File: config.mk
export PLATFORM = sky130hd
export DESIGN_NAME = mul_wb_buf
export DESIGN_NICKNAME = d
export VERILOG_FILES = /design/src/rtl/mul_wb_buf.sv
export SDC_FILE = /design/constraint.sdc
export NUM_CORES = 1
export LEC_CHECK = 0
export BUFFER_PORTS_ARGS = -buffer_cell sky130_fd_sc_hd__buf_2
export CORE_MARGIN = 8
export CORE_UTILIZATION = 45
export DETAILED_ROUTE_END_ITERATION = 12
export HOLD_SLACK_MARGIN = 0.12
export PLACE_DENSITY = 0.66
export SLEW_MARGIN = 30
export SYNTH_ARGS = -nofsm -noshare
export SYNTH_HDL_FRONTEND = slang
export SYNTH_SLANG_ARGS = --single-unit
File: constraint.sdc
create_clock -name clk -period 3.9 [get_ports clk]
set_clock_uncertainty 0.15 [all_clocks]
set_input_delay 0.39 -clock clk [delete_from_list [all_inputs] [get_ports clk]]
set_output_delay 0.39 -clock clk [all_outputs]
set_load 0.02 [all_outputs]
File: src/rtl/mul_wb_buf.sv
// Multiplier writeback buffer.
// The ALU always owns the register-file write port when it asks for it.
// Multiplier results that lose arbitration wait in a small in-order FIFO and
// retire when the port is free. A result goes straight to the port only when
// nothing older is waiting, so results always retire in arrival order.
// mul_stall_out is decoded from registered occupancy alone, which gives issue
// logic SLACK cycles of margin for ops already in the pipeline.
module mul_wb_buf #(
   parameter int DEPTH = 4,
   parameter int SLACK = 2
) (
   input  logic                     clk,
   input  logic                     rstn,
   input  logic                     flush,
   input  logic                     mul_en_in,
   input  logic [4:0]               mul_rd_in,
   input  logic [31:0]              mul_result_in,
   input  logic                     alu_en_in,
   input  logic [4:0]               alu_rd_in,
   input  logic [31:0]              alu_result_in,
   output logic                     wb_en_out,
   output logic [4:0]               wb_rd_out,
   output logic [31:0]              wb_data_out,
   output logic                     mul_stall_out,
   output logic [$clog2(DEPTH):0]   count_out,
   output logic                     overflow_err
);

   localparam int PW = $clog2(DEPTH);
   localparam int CW = PW + 1;

   logic [PW-1:0] head;
   logic [PW-1:0] tail;
   logic [CW-1:0] count;
   logic [4:0]    mem_rd   [DEPTH];
   logic [31:0]   mem_data [DEPTH];

   logic cand;
   logic fifo_empty;
   logic fifo_full;
   logic sel_fifo;
   logic sel_byp;
   logic push_req;
   logic push_drop;
   logic push;

   // Port arbitration and FIFO push/pop decisions for this cycle.
   // A flush kills both the incoming candidate and any pop, so no pending
   // multiplier result reaches the port in the flush cycle.
   always_comb begin
      cand       = mul_en_in && (mul_rd_in != 5'd0) && !flush;
      fifo_empty = (count == '0);
      fifo_full  = (count == CW'(DEPTH));
      sel_fifo   = !alu_en_in && !fifo_empty && !flush;
      sel_byp    = !alu_en_in && fifo_empty && cand;
      push_req   = cand && !sel_byp;
      // When full, a push only fits if the head leaves in the same edge.
      push_drop  = push_req && fifo_full && !sel_fifo;
      push       = push_req && !push_drop;
   end

   // Pointer, occupancy and sticky overflow state.
   always_ff @(posedge clk or negedge rstn) begin
      if (!rstn) begin
         head         <= '0;
         tail         <= '0;
         count        <= '0;
         overflow_err <= 1'b0;
      end else begin
         if (push_drop)
            overflow_err <= 1'b1;
         if (flush) begin
            head  <= '0;
            tail  <= '0;
            count <= '0;
         end else begin
            if (push)
               tail <= tail + PW'(1);
            if (sel_fifo)
               head <= head + PW'(1);
            count <= count + CW'(push) - CW'(sel_fifo);
         end
      end
   end

   // FIFO payload storage; contents are meaningless outside head..tail.
   always_ff @(posedge clk) begin
      if (push) begin
         mem_rd[tail]   <= mul_rd_in;
         mem_data[tail] <= mul_result_in;
      end
   end

   // Registered write port: ALU, then oldest queued result, then bypass.
   always_ff @(posedge clk or negedge rstn) begin
      if (!rstn) begin
         wb_en_out   <= 1'b0;
         wb_rd_out   <= 5'd0;
         wb_data_out <= 32'd0;
      end else if (alu_en_in) begin
         wb_en_out   <= (alu_rd_in != 5'd0);
         wb_rd_out   <= alu_rd_in;
         wb_data_out <= alu_result_in;
      end else if (sel_fifo) begin
         wb_en_out   <= 1'b1;
         wb_rd_out   <= mem_rd[head];
         wb_data_out <= mem_data[head];
      end else if (sel_byp) begin
         wb_en_out   <= 1'b1;
         wb_rd_out   <= mul_rd_in;
         wb_data_out <= mul_result_in;
      end else begin
         wb_en_out   <= 1'b0;
      end
   end

   // Stall depends only on registered occupancy, never on inputs.
   always_comb begin
      count_out     = count;
      mul_stall_out = (count >= CW'(DEPTH - SLACK));
   end

endmodule

==> results of run 1 <==
## cell usage in the layout (no fill, tap or decap), drive strengths merged, types with 2 or more instances in the layout
master,n
nand2,3
nor2b,2
o31ai,2
nor2,9
and3,4
clkbuf,17
o21ai,4
edfxtp,148
a22o,38
dlygate4sd3,40
buf,127
a21oi,2
nand3,2
nor3,4
mux4,37
inv,13
a221o,37
xnor2,3
clkinv,5
dfrtp,46
ha,6
## worst min path at each step
stage | start | end | cells after the start
5_1_grt | alu_result_in[20] | wb_data_out[20] | 3
3_5_place_dp | rstn | wb_en_out | 1
2_1_floorplan | rstn | count_out[0] | 0
4_1_cts | alu_result_in[8] | wb_data_out[8] | 3
3_3_place_gp | rstn | wb_en_out | 1
6_report | alu_result_in[26] | wb_data_out[26] | 3
## registers in the layout (all words and copies together), names as in the netlist
signal and cells:
mem_data 128, count_out 3, wb_data_out 32, wb_rd_out 5, head 2, mem_rd 20
tail 2, overflow_err 1, wb_en_out 1
## critical path, delay by kind of cell
kind | cells | cell delay (ns)
and+or+nand+nor | 3 | 0.81
buffers and inverters | 3 | 0.80
adders and majority gates | 2 | 0.53
AOI/OAI and AO/OA | 2 | 0.43
xor gates and xnor gates | 1 | 0.14
## layout make-up
class / count / share of cell area, %
Sequential cell: 194 / 58.9
Multi-Input combinational cell: 163 / 20.4
Timing Repair Buffer: 167 / 11.5
Clock buffer: 17 / 4.48
Tap cell: 220 / 2.90
Clock inverter: 15 / 1.57
Inverter: 5 / 0.198
## layer usage
layer  vias to the layer above  routed length, microns
li1                       1964                       -
met1                      2305                    7170
met4                         0                     215
met5                         -                       0
met2                       162                    8430
met3                        20                    1350
## stage by stage
step           cell area [sq um]  setup WS, ns  hold WS, ns
4_1_cts                     9500         0.997        0.122
3_3_place_gp                8480          1.18        0.278
5_1_grt                     9500         0.842        0.128
2_1_floorplan               7650          1.40      -0.0556
6_report                    9500         0.960        0.139
3_5_place_dp                8530          1.09        0.288
## repair_timing
item,in CTS,in global routing
endpoints found under the setup margin,0,0
setup buffers,0,0
resized for setup,0,0
hold buffers,40,0
endpoints found under the hold margin,204,0
## power groups by stage
stage | logic [mW] | clock network [mW] | registers (mW)
2_1_floorplan | 0.677 | 0 | 2.75
3_3_place_gp | 1.17 | 0 | 2.64
3_5_place_dp | 1.22 | 0 | 2.64
4_1_cts | 1.25 | 1.73 | 2.60
5_1_grt | 1.33 | 1.82 | 2.63
6_report | 1.23 | 1.70 | 2.60
## cells by family after synthesis
group / count (synthesis)
muxes: 37
AOI/OAI and AO/OA: 87
adders and majority gates: 7
xor gates and xnor gates: 3
DFF: 194
and+or+nand+nor: 29
buffers and inverters: 30
==> impl_results.md, run 1 <==
* Overall power at 5.53 mW
* Psw at 1.61 mW
* Area leader, netlist: edfxtp_1
* Post-Synthesis Cells at a little under 400
* Vias in the first global route at between 4,000 and 5,000
* Most frequent cells after synthesis: 148 x edfxtp_1, 46 x dfrtp_1, 38 x a22o_1
* Core ar. at 16,600 sq um
* Critical Path Most Common Cell: nor2_1
* Finished Layout Cells at 781
* DR DRC count at 0
* Post-synthesis xor/xnor area fraction at less than 1%
* Syn Nets at around 470
* Element type at the critical path end: flip-flop
* Critical Path Start: mul_rd_in[3]
* Max-cap viol count at 0
* All-Layer GR Usage at between 10% and 20%
* Wirelength, routed at 17,200 microns
* Num ports at 122
* Max-slew violation count at 0
* FF/Latch Area at approximately 5600 sq um
* P per Cell Area at around 580 nW/um^2
* Filler Cell Count at roughly 1,300
* Worst-path clk slew at approximately 0.070 ns
* TritonRoute pass-1 iters at 4
* Most numerous cell in the Yosys netlist: edfxtp_1
* Setup_tns at 0 ns
* F_max at 340 MHz
* Crit path to: count_out[2]
* Ranking of synthesized cells by area: edfxtp_1 58%, dfrtp_1 15%, mux4_2 11%, a221o_1 4.8%, a22o_1 4.4%
* Post-synthesis mux area share at 10.9%
* CTS tree: built
* Worst slew margin at 43.5%
* R2R cell count at 5
* Critical path class: input pin to flip-flop
* Worst-margin pin slew at between 0.8 and 0.9 ns
* Setup slack, reg-to-reg at 1.45 ns
* Synth Warn # at 0
* Clock Root Buffer: clkbuf_16
* Outcome: finished, final reports clean
* P_int at between 3 and 4 mW
* First-pass GRT wire length at around 27,000 microns
* Routed Antenna Nets at 0
* Worst path required time at between 4 and 5 ns
* H-Tree Depth at 4
* Avg WL per Cell at between 20 and 25 microns
* Area growth from synthesis to layout at 24.2%
* Worst flop-to-flop path startpoint: count_out[1]
* Tcrit/Tclk final at 75.4%
* Worst-Skew Late Latency at roughly 0.43 ns
* Crit path max fanout at 9
* Complex-gate fraction of the synthesized area at 10.3%
* Final hold vios at 0
* Clk network pwr share at 30.8%
* Largest net degree at the start of global routing at 38
* Synth cell types at 33
* Leakage at 3.49 nW
* Sequential share of the synthesized area at approximately 73%
* CP startpoint kind: input pin
* DPL Wire Length at 10,700 microns
* CP arrival at approximately 3.1 ns
* Rows at 47
* Via-to-Cell Ratio at 5.70
* Share of power burned in registers at about 47%
* Met3 GRT Util at under 10%
* Post-Synth Adder-Cell Area at between 1 and 1.5%
* Total clock buffers created by CTS at 17
* Hold Crit Class: input pin to flip-flop
* Die span in x at 146 microns
* Met1 Use GR at 20.9%
* Gpl congestion at ~0.76
* Worst path slowest cell: dlygate4sd3_1
* DIE AREA at approximately 21,000 sq um
* Layout cell share with drive strength beyond 1 at around 37%
* Initial Utilization at about 46%
* Switching share of power at between 20% and 30%
* Critical-path cell list: dlygate4sd3_1, buf_2, or4_4, o21a_1, nor2_1, a21o_1, ha_1, inv_1, fa_1, xnor2_1, nor2_1
* Multi-input logic area at 1940 sq um
* Die Ht at between 100 and 150 microns
* Syn Area/Cell at a little under 20 sq um
* Busiest grt layer: met2
* Top_reg_cell synth: edfxtp_1
* Worst path max stage delay at roughly 0.57 ns
* GR Util met2 at between 20% and 30%
* Initial antenna violation count at 0
* Clock buffer depth at 2
* Ant diodes at 0
* Initial DRC Count at 323
* Min cycle time layout at 2.94 ns
* RSZ-0062 raised after global routing: no
* Mapped Area at around 7600 sq um
* Maximum VDD drop at roughly 0.44 mV
* EDFF count, synth at roughly 150
* IO Port Bufs at between 100 and 150
* Top cell type's share of synthesized area at between 50% and 60%
* Combinational Power Share at around 22%
* Sink Count at 194
* Largest family of logic cells by synthesized area: multiplexers
* Total gr overflow at 0
* Simple-gate share of the synthesized area at under 10%
* Async set-reset flop share out of synthesis at approximately a quarter
* Vias at roughly 4,500
* Nets at between 600 and 700
* Placed insts at between 700 and 800
* R2R Path End: wb_data_out[19]
* # setup viols final at 0
* Yosys reg bits at around 190
* Final core utilization at 57.3%
Power figures use the tool's default switching activity.
==> inputs of run 2 (changes only) <==
- clock period: 3.9 -> 2.8 ns (I/O delays scaled with it)
==> run 2 against run 1 <==
  * Power is 42% higher
  * Register-to-register slack worse by 0.84 ns
  * Sequential power is 37% higher
==> impl_results.md, run 2 (synthesis results as in run 1) <==
* Critical path class: input pin to flip-flop
* Worst-margin pin slew at 0.908 ns (+0.0598 ns)
* Tcrit/Tclk final at 95.4%
* Vias in the first global route at 5,132 (+4.3%)
* DPL Wire Length at 11,000 microns (+3.1%)
* Routed Antenna Nets at 0 (unchanged)
* Initial DRC Count at 255 (-21%)
* Maximum VDD drop at 0.511 mV (+16%)
* Hold Crit Class: input pin to flip-flop
* CTS tree: built
* All-Layer GR Usage at 17.1% (+0.64 points)
* Outcome: finished, final reports clean
* Gpl congestion at 0.765 (+1.1%)
* Avg WL per Cell at 21.1 microns (-3.8%)
* CP arrival at 2.83 ns (-0.27 ns)
* P per Cell Area at 786 nW/um^2 (+35%)
* Layout cell share with drive strength beyond 1 at 35.9% (-0.95 points)
* Nets at 685 (+8.0%)
* Leakage at 3.74 nW (+7.0%)
* Initial antenna violation count at 1 (+1)
* Worst slew margin at 39.5% (-4.0 points)
* CP startpoint kind: input pin
* Sink Count at 194 (unchanged)
* Crit path max fanout at 6 (-3)
* Most common cell after layout, fill and taps aside: edfxtp_1
* Via-to-Cell Ratio at 5.58 (-2.1%)
* Total clock buffers created by CTS at 17 (unchanged)
* TritonRoute pass-1 iters at 4 (unchanged)
* Element type at the critical path end: flip-flop
* Setup WS pre-CTS at 0.270 ns (-0.821 ns)
* Largest net degree at the start of global routing at 38 (unchanged)
* Die span in x at 146 microns (unchanged)
* IO Port Bufs at 121 (unchanged)
* Biggest register: mem_data
* Num ports at 122 (unchanged)
* Worst-path clk slew at 0.06 ns (about the same)
* Worst path required time at 2.95 ns (-1.11 ns)
* Rows at 47 (unchanged)
* Largest regs: mem_data: 128 flops, wb_data_out: 32 flops, mem_rd: 20 flops
* Final hold vios at 0 (unchanged)
* Initial Utilization at 46.1% (unchanged)
* First-pass GRT wire length at 28,200 microns (+3.9%)
* Total gr overflow at 0 (unchanged)
* Clock Root Buffer: clkbuf_16
* Area growth from synthesis to layout at 30.3%
* # setup viols final at 0 (unchanged)
* Commonest non-fill, non-tap cells in the layout: 148 x edfxtp_1, 121 x buf_2, 77 x dlygate4sd3_1
* DIE AREA at 21,400 sq um (unchanged)
* Vias at 4,649 (+4.4%)
* H-Tree Depth at 4 (unchanged)
* Core ar. at 16,600 sq um (unchanged)
* Min cycle time layout at between 2 and 3 ns
* Setup_tns at 0 ns (unchanged)
* Max-slew violation count at 0 (unchanged)
* Max-cap viol count at 0 (unchanged)
* Largest register FFs at 128 (unchanged)
* RSZ-0062 raised after global routing: no
* Clock buffer depth at 2 (unchanged)
* Die Ht at 146 microns (unchanged)
* Final worst slack at 0.129 ns (-0.831 ns)
* Wirelength, routed at 17,600 microns (+2.6%)
* DR DRC count at 0 (unchanged)
* F_max at roughly 370 MHz
* Worst-Skew Late Latency at 0.42 ns (about the same)
==> run 2: changes by cell type in the layout (fill, tap and decap cells not counted), moves of 2 or more <==
cell	before	now
bufinv_16	1	3
buf_4	3	18
clkinv_4	3	1
inv_6	6	3
and3_2	0	4
clkinv_2	2	6
and3_4	4	0
dlygate4sd3_1	40	77
inv_8	2	0
==> run 2: layout make-up <==
cell class                 instances  area (sq um)
antenna                            1          2.50
timing repair buffer             218          1550
fill                            1256          6620
inverter                           5          18.8
clock inverter                    13           155
multi-input combinational        163          1920
clock buffer                      19           443
sequential                       194          5600
tap                              220           275
==> run 2: layer usage <==
layer | wire (microns) | vias up | share of wire [%] | global-route usage [%]
li1 | - | 2063 | - | -
met5 | 0 | - | 0 | 0
met1 | 7470 | 2384 | 42 | 20.9
met4 | 235 | 0 | 1.3 | 5.92
met3 | 1210 | 23 | 6.8 | 4.48
met2 | 8700 | 179 | 49 | 28.9
==> run 2: worst paths after layout <==
| path | slack [ns] | from | endpoint | depth (start not counted) |
|---|---|---|---|---|
| max in group asynchronous | 1.41 | rstn | wb_data_out[22] | 3 |
| setup / recovery | 0.13 | mul_rd_in[0] | count_out[2] | 11 |
| hold / removal | 0.16 | alu_en_in | wb_en_out | 3 |
| setup reg to reg | 0.61 | count_out[1] | count_out[2] | 10 |
| hold reg to reg | 0.33 | overflow_err | overflow_err | 1 |
| min in group asynchronous | 0.31 | rstn | count_out[1] | 2 |
==> run 2: metrics by stage <==
| step | total power, mW | util (%) | instance area, sq um | cells | hold slack, ns |
|---|---|---|---|---|---|
| 3_5_place_dp | 5.38 | 51.8 | 8600 | 723 | 0.179 |
| 6_report | 7.84 | 60.1 | 9970 | 833 | 0.156 |
| 4_1_cts | 7.91 | 60.1 | 9960 | 832 | 0.152 |
| 3_3_place_gp | 5.35 | 51.8 | 8600 | 723 | 0.168 |
| 5_1_grt | 8.18 | 60.1 | 9970 | 833 | 0.181 |
| 2_1_floorplan | 4.77 | - | 7650 | 387 | -0.166 |
==> run 2: critical path, stage by stage <==
cell and delay (ns):
dlygate4sd3_1 0.54, buf_2 0.17, or4_4 0.57, o21a_1 0.21, nor2_1 0.16, a21o_1 0.12, ha_1 0.13, inv_1 0.05
fa_1 0.40, xnor2_1 0.15, nor2_1 0.05
==> run 2: power by group <==
part,leakage [nW],total [mW],internal (mW),switching [mW]
Clock,0.301,2.43,1.43,1.01
Sequential,1.90,3.56,3.41,0.152
Combinational,1.53,1.84,0.851,0.991
Total,3.74,7.84,5.69,2.15
==> run 2: repair_timing <==
item / CTS / global route
hold buffers: 77 / 0
endpoints found under the hold margin: 216 / 0
gates resized for setup: 0 / 0
buffers inserted: 0 / 0
==> inputs of run 3 (changes only) <==
- BUFFER_PORTS_ARGS: -buffer_cell sky130_fd_sc_hd__buf_2 -> -buffer_cell sky130_fd_sc_hd__clkbuf_2
- HOLD_SLACK_MARGIN: 0.12 -> not set
==> run 3 against run 2 <==
  * Setup slack improved by 0.0021 ns
  * Clock-buffer cell count rose by 5
  * Via count fell by 3.5%
  * Critical path type unchanged
  * Largest cell class unchanged
==> impl_results.md, run 3 (synthesis results as in run 1) <==
* Worst-path clk slew at 0.07 ns (about the same)
* Vias at 4,484 (-3.5%)
* Worst slew margin at 39.7% (+0.17 points)
* Element type at the critical path end: flip-flop
* Worst-Skew Late Latency at 0.43 ns (about the same)
* Sink Count at 194 (unchanged)
* Die span in x at 146 microns (unchanged)
* Post-CTS setup buffers at 0 (unchanged)
* Ant diodes at 0 (-1)
* Worst path max stage delay at 0.59 ns (+0.02 ns)
* Gpl congestion at 0.740 (-3.3%)
* Routed Antenna Nets at 0 (unchanged)
* Nets at 638 (-6.9%)
* Die Ht at 146 microns (unchanged)
* DPL Wire Length at 10,900 microns (-0.75%)
* Crit path max fanout at 6 (unchanged)
* Max-cap viol count at 0 (unchanged)
* CP arrival at 2.83 ns (about the same)
* DR DRC count at 0 (unchanged)
* Initial antenna violation count at 0 (-1)
* Overall power at 7.64 mW (-2.4%)
* Filler Cell Count at 1,311 (+4.4%)
* Largest net degree at the start of global routing at 38 (unchanged)
* Clock Root Buffer: clkbuf_16
* Area growth from synthesis to layout at 24.6%
* Core ar. at 16,600 sq um (unchanged)
* Biggest register: mem_data
* Setup_tns at 0 ns (unchanged)
* Setup slack, reg-to-reg at 0.40 ns (-0.21 ns)
* First-pass GRT wire length at 27,400 microns (-2.9%)
* CTS tree: built
* Total gr overflow at 0 (unchanged)
* Worst-margin pin slew at 0.905 ns (-0.00253 ns)
* TritonRoute pass-1 iters at 4 (unchanged)
* Initial DRC Count at 363 (+42%)
* Tcrit/Tclk final at 95.3% (about the same)
* Wirelength, routed at 17,400 microns (-1.3%)
* Rows at 47 (unchanged)
* Critical path class: input pin to flip-flop
* Critical-path cell list: dlygate4sd3_1, clkbuf_2, or4_4, o21a_1, nor2_2, a21o_1, ha_1, inv_1, fa_1, xnor2_1, nor2_1
* GR Util met2 at 27.9% (-1.0 points)
* Leakage at 3.54 nW (-5.4%)
* P per Cell Area at 802 nW/um^2 (+2.0%)
* F_max at 375 MHz (about the same)
* Worst path required time at 2.96 ns (about the same)
* Commonest non-fill, non-tap cells in the layout: 148 x edfxtp_1, 121 x clkbuf_2, 44 x dfrtp_1
* Most common cell after layout, fill and taps aside: edfxtp_1
* All-Layer GR Usage at 16.7% (-0.36 points)
* Total clock buffers created by CTS at 17 (unchanged)
* H-Tree Depth at 4 (unchanged)
* Layout cell share with drive strength beyond 1 at 37.7% (+1.8 points)
* RSZ-0062 raised after global routing: no
* Largest register FFs at 128 (unchanged)
* Avg WL per Cell at 22.1 microns (+4.8%)
* Clock buffer depth at 2 (unchanged)
* CP startpoint kind: input pin
* Worst path slowest cell: or4_4
* Vias in the first global route at 4,886 (-4.8%)
* Via-to-Cell Ratio at 5.71 (+2.3%)
* IO Port Bufs at 121 (unchanged)
* Max-slew violation count at 0 (unchanged)
* Num ports at 122 (unchanged)
* Met1 Use GR at 20.8% (-0.11 points)
* Met3 GRT Util at 5.44% (+0.96 points)
* Final hold vios at 0 (unchanged)
* # setup viols final at 0 (unchanged)
* Initial Utilization at 46.1% (unchanged)
* Largest regs: mem_data: 128 flops, wb_data_out: 32 flops, mem_rd: 20 flops
* Min cycle time layout at 2.67 ns (-0.00214 ns)
* Hold Crit Class: input pin to flip-flop
* Maximum VDD drop at 0.492 mV (-3.6%)
* Outcome: finished, final reports clean
* DIE AREA at 21,400 sq um (unchanged)
* Busiest grt layer: met2
## run 3: cell types whose count changed in the layout (fill, tap and decap cells not counted), moves of 4 or more
cell | before | now
buf_4 | 18 | 7
clkbuf_2 | 0 | 121
buf_12 | 2 | 6
dlygate4sd3_1 | 77 | 37
buf_2 | 121 | 0
clkbuf_8 | 1 | 5
clkinv_2 | 6 | 1
## run 3: metrics by stage
stage	hold slack, ns	cell area [sq um]	cells	setup WS [ns]	utilization (%)
after detailed placement	0.198	8590	716	0.241	51.8
after global placement	0.198	8590	716	0.307	51.8
after floorplan	-0.166	7650	387	0.411	-
after CTS	0.00949	9530	785	0.131	57.5
after global routing	0.0269	9540	785	0.0221	57.5
final	0.0308	9540	785	0.131	57.5
## run 3: path summary, 6_finish.rpt
check / endpoint / depth (start not counted) / startpoint
max: count_out[2] / 11 / mul_rd_in[0]
min: wb_data_out[29] / 3 / alu_result_in[29]
max reg2reg: wb_data_out[6] / 3 / count_out[1]
min reg2reg: overflow_err / 1 / overflow_err
max in group asynchronous: wb_data_out[2] / 3 / rstn
min in group asynchronous: count_out[1] / 2 / rstn
## run 3: layer usage
| metal | vias up | routed length (microns) |
|---|---|---|
| met2 | 174 | 8540 |
| met3 | 12 | 1280 |
| met4 | 0 | 133 |
| met1 | 2319 | 7430 |
| met5 | - | 0 |
| li1 | 1979 | - |
## run 3: layout make-up
type	instances	area (sq um)	share of cell area (%)
well taps	220	275	2.89
inverters	5	18.8	0.197
clock inverters	8	67.6	0.709
clock buffers	24	502	5.26
repair buffers	171	1150	12.0
flip-flops and latches	194	5600	58.7
multi-input cells	163	1930	20.2
## run 3: critical path, delay by kind of cell
| family | cells | cell delay (ns) |
|---|---|---|
| buffers and inverters | 3 | 0.76 |
| and+or+nand+nor | 3 | 0.77 |
| adders and majority gates | 2 | 0.53 |
| AOI/OAI and AO/OA | 2 | 0.33 |
| xor gates and xnor gates | 1 | 0.16 |
## run 3: repair_timing
item | 4_1_cts | 5_1_grt
hold buffers | 37 | 0
resized for setup | 0 | 2
endpoints found under the hold margin | 185 | 0
endpoints found under the setup margin | 0 | 2
## run 3: power by group
part	leakage (nW)	switching (mW)	internal (mW)
clock network	0.279	1.02	1.27
registers	1.90	0.169	3.41
logic	1.35	0.970	0.801
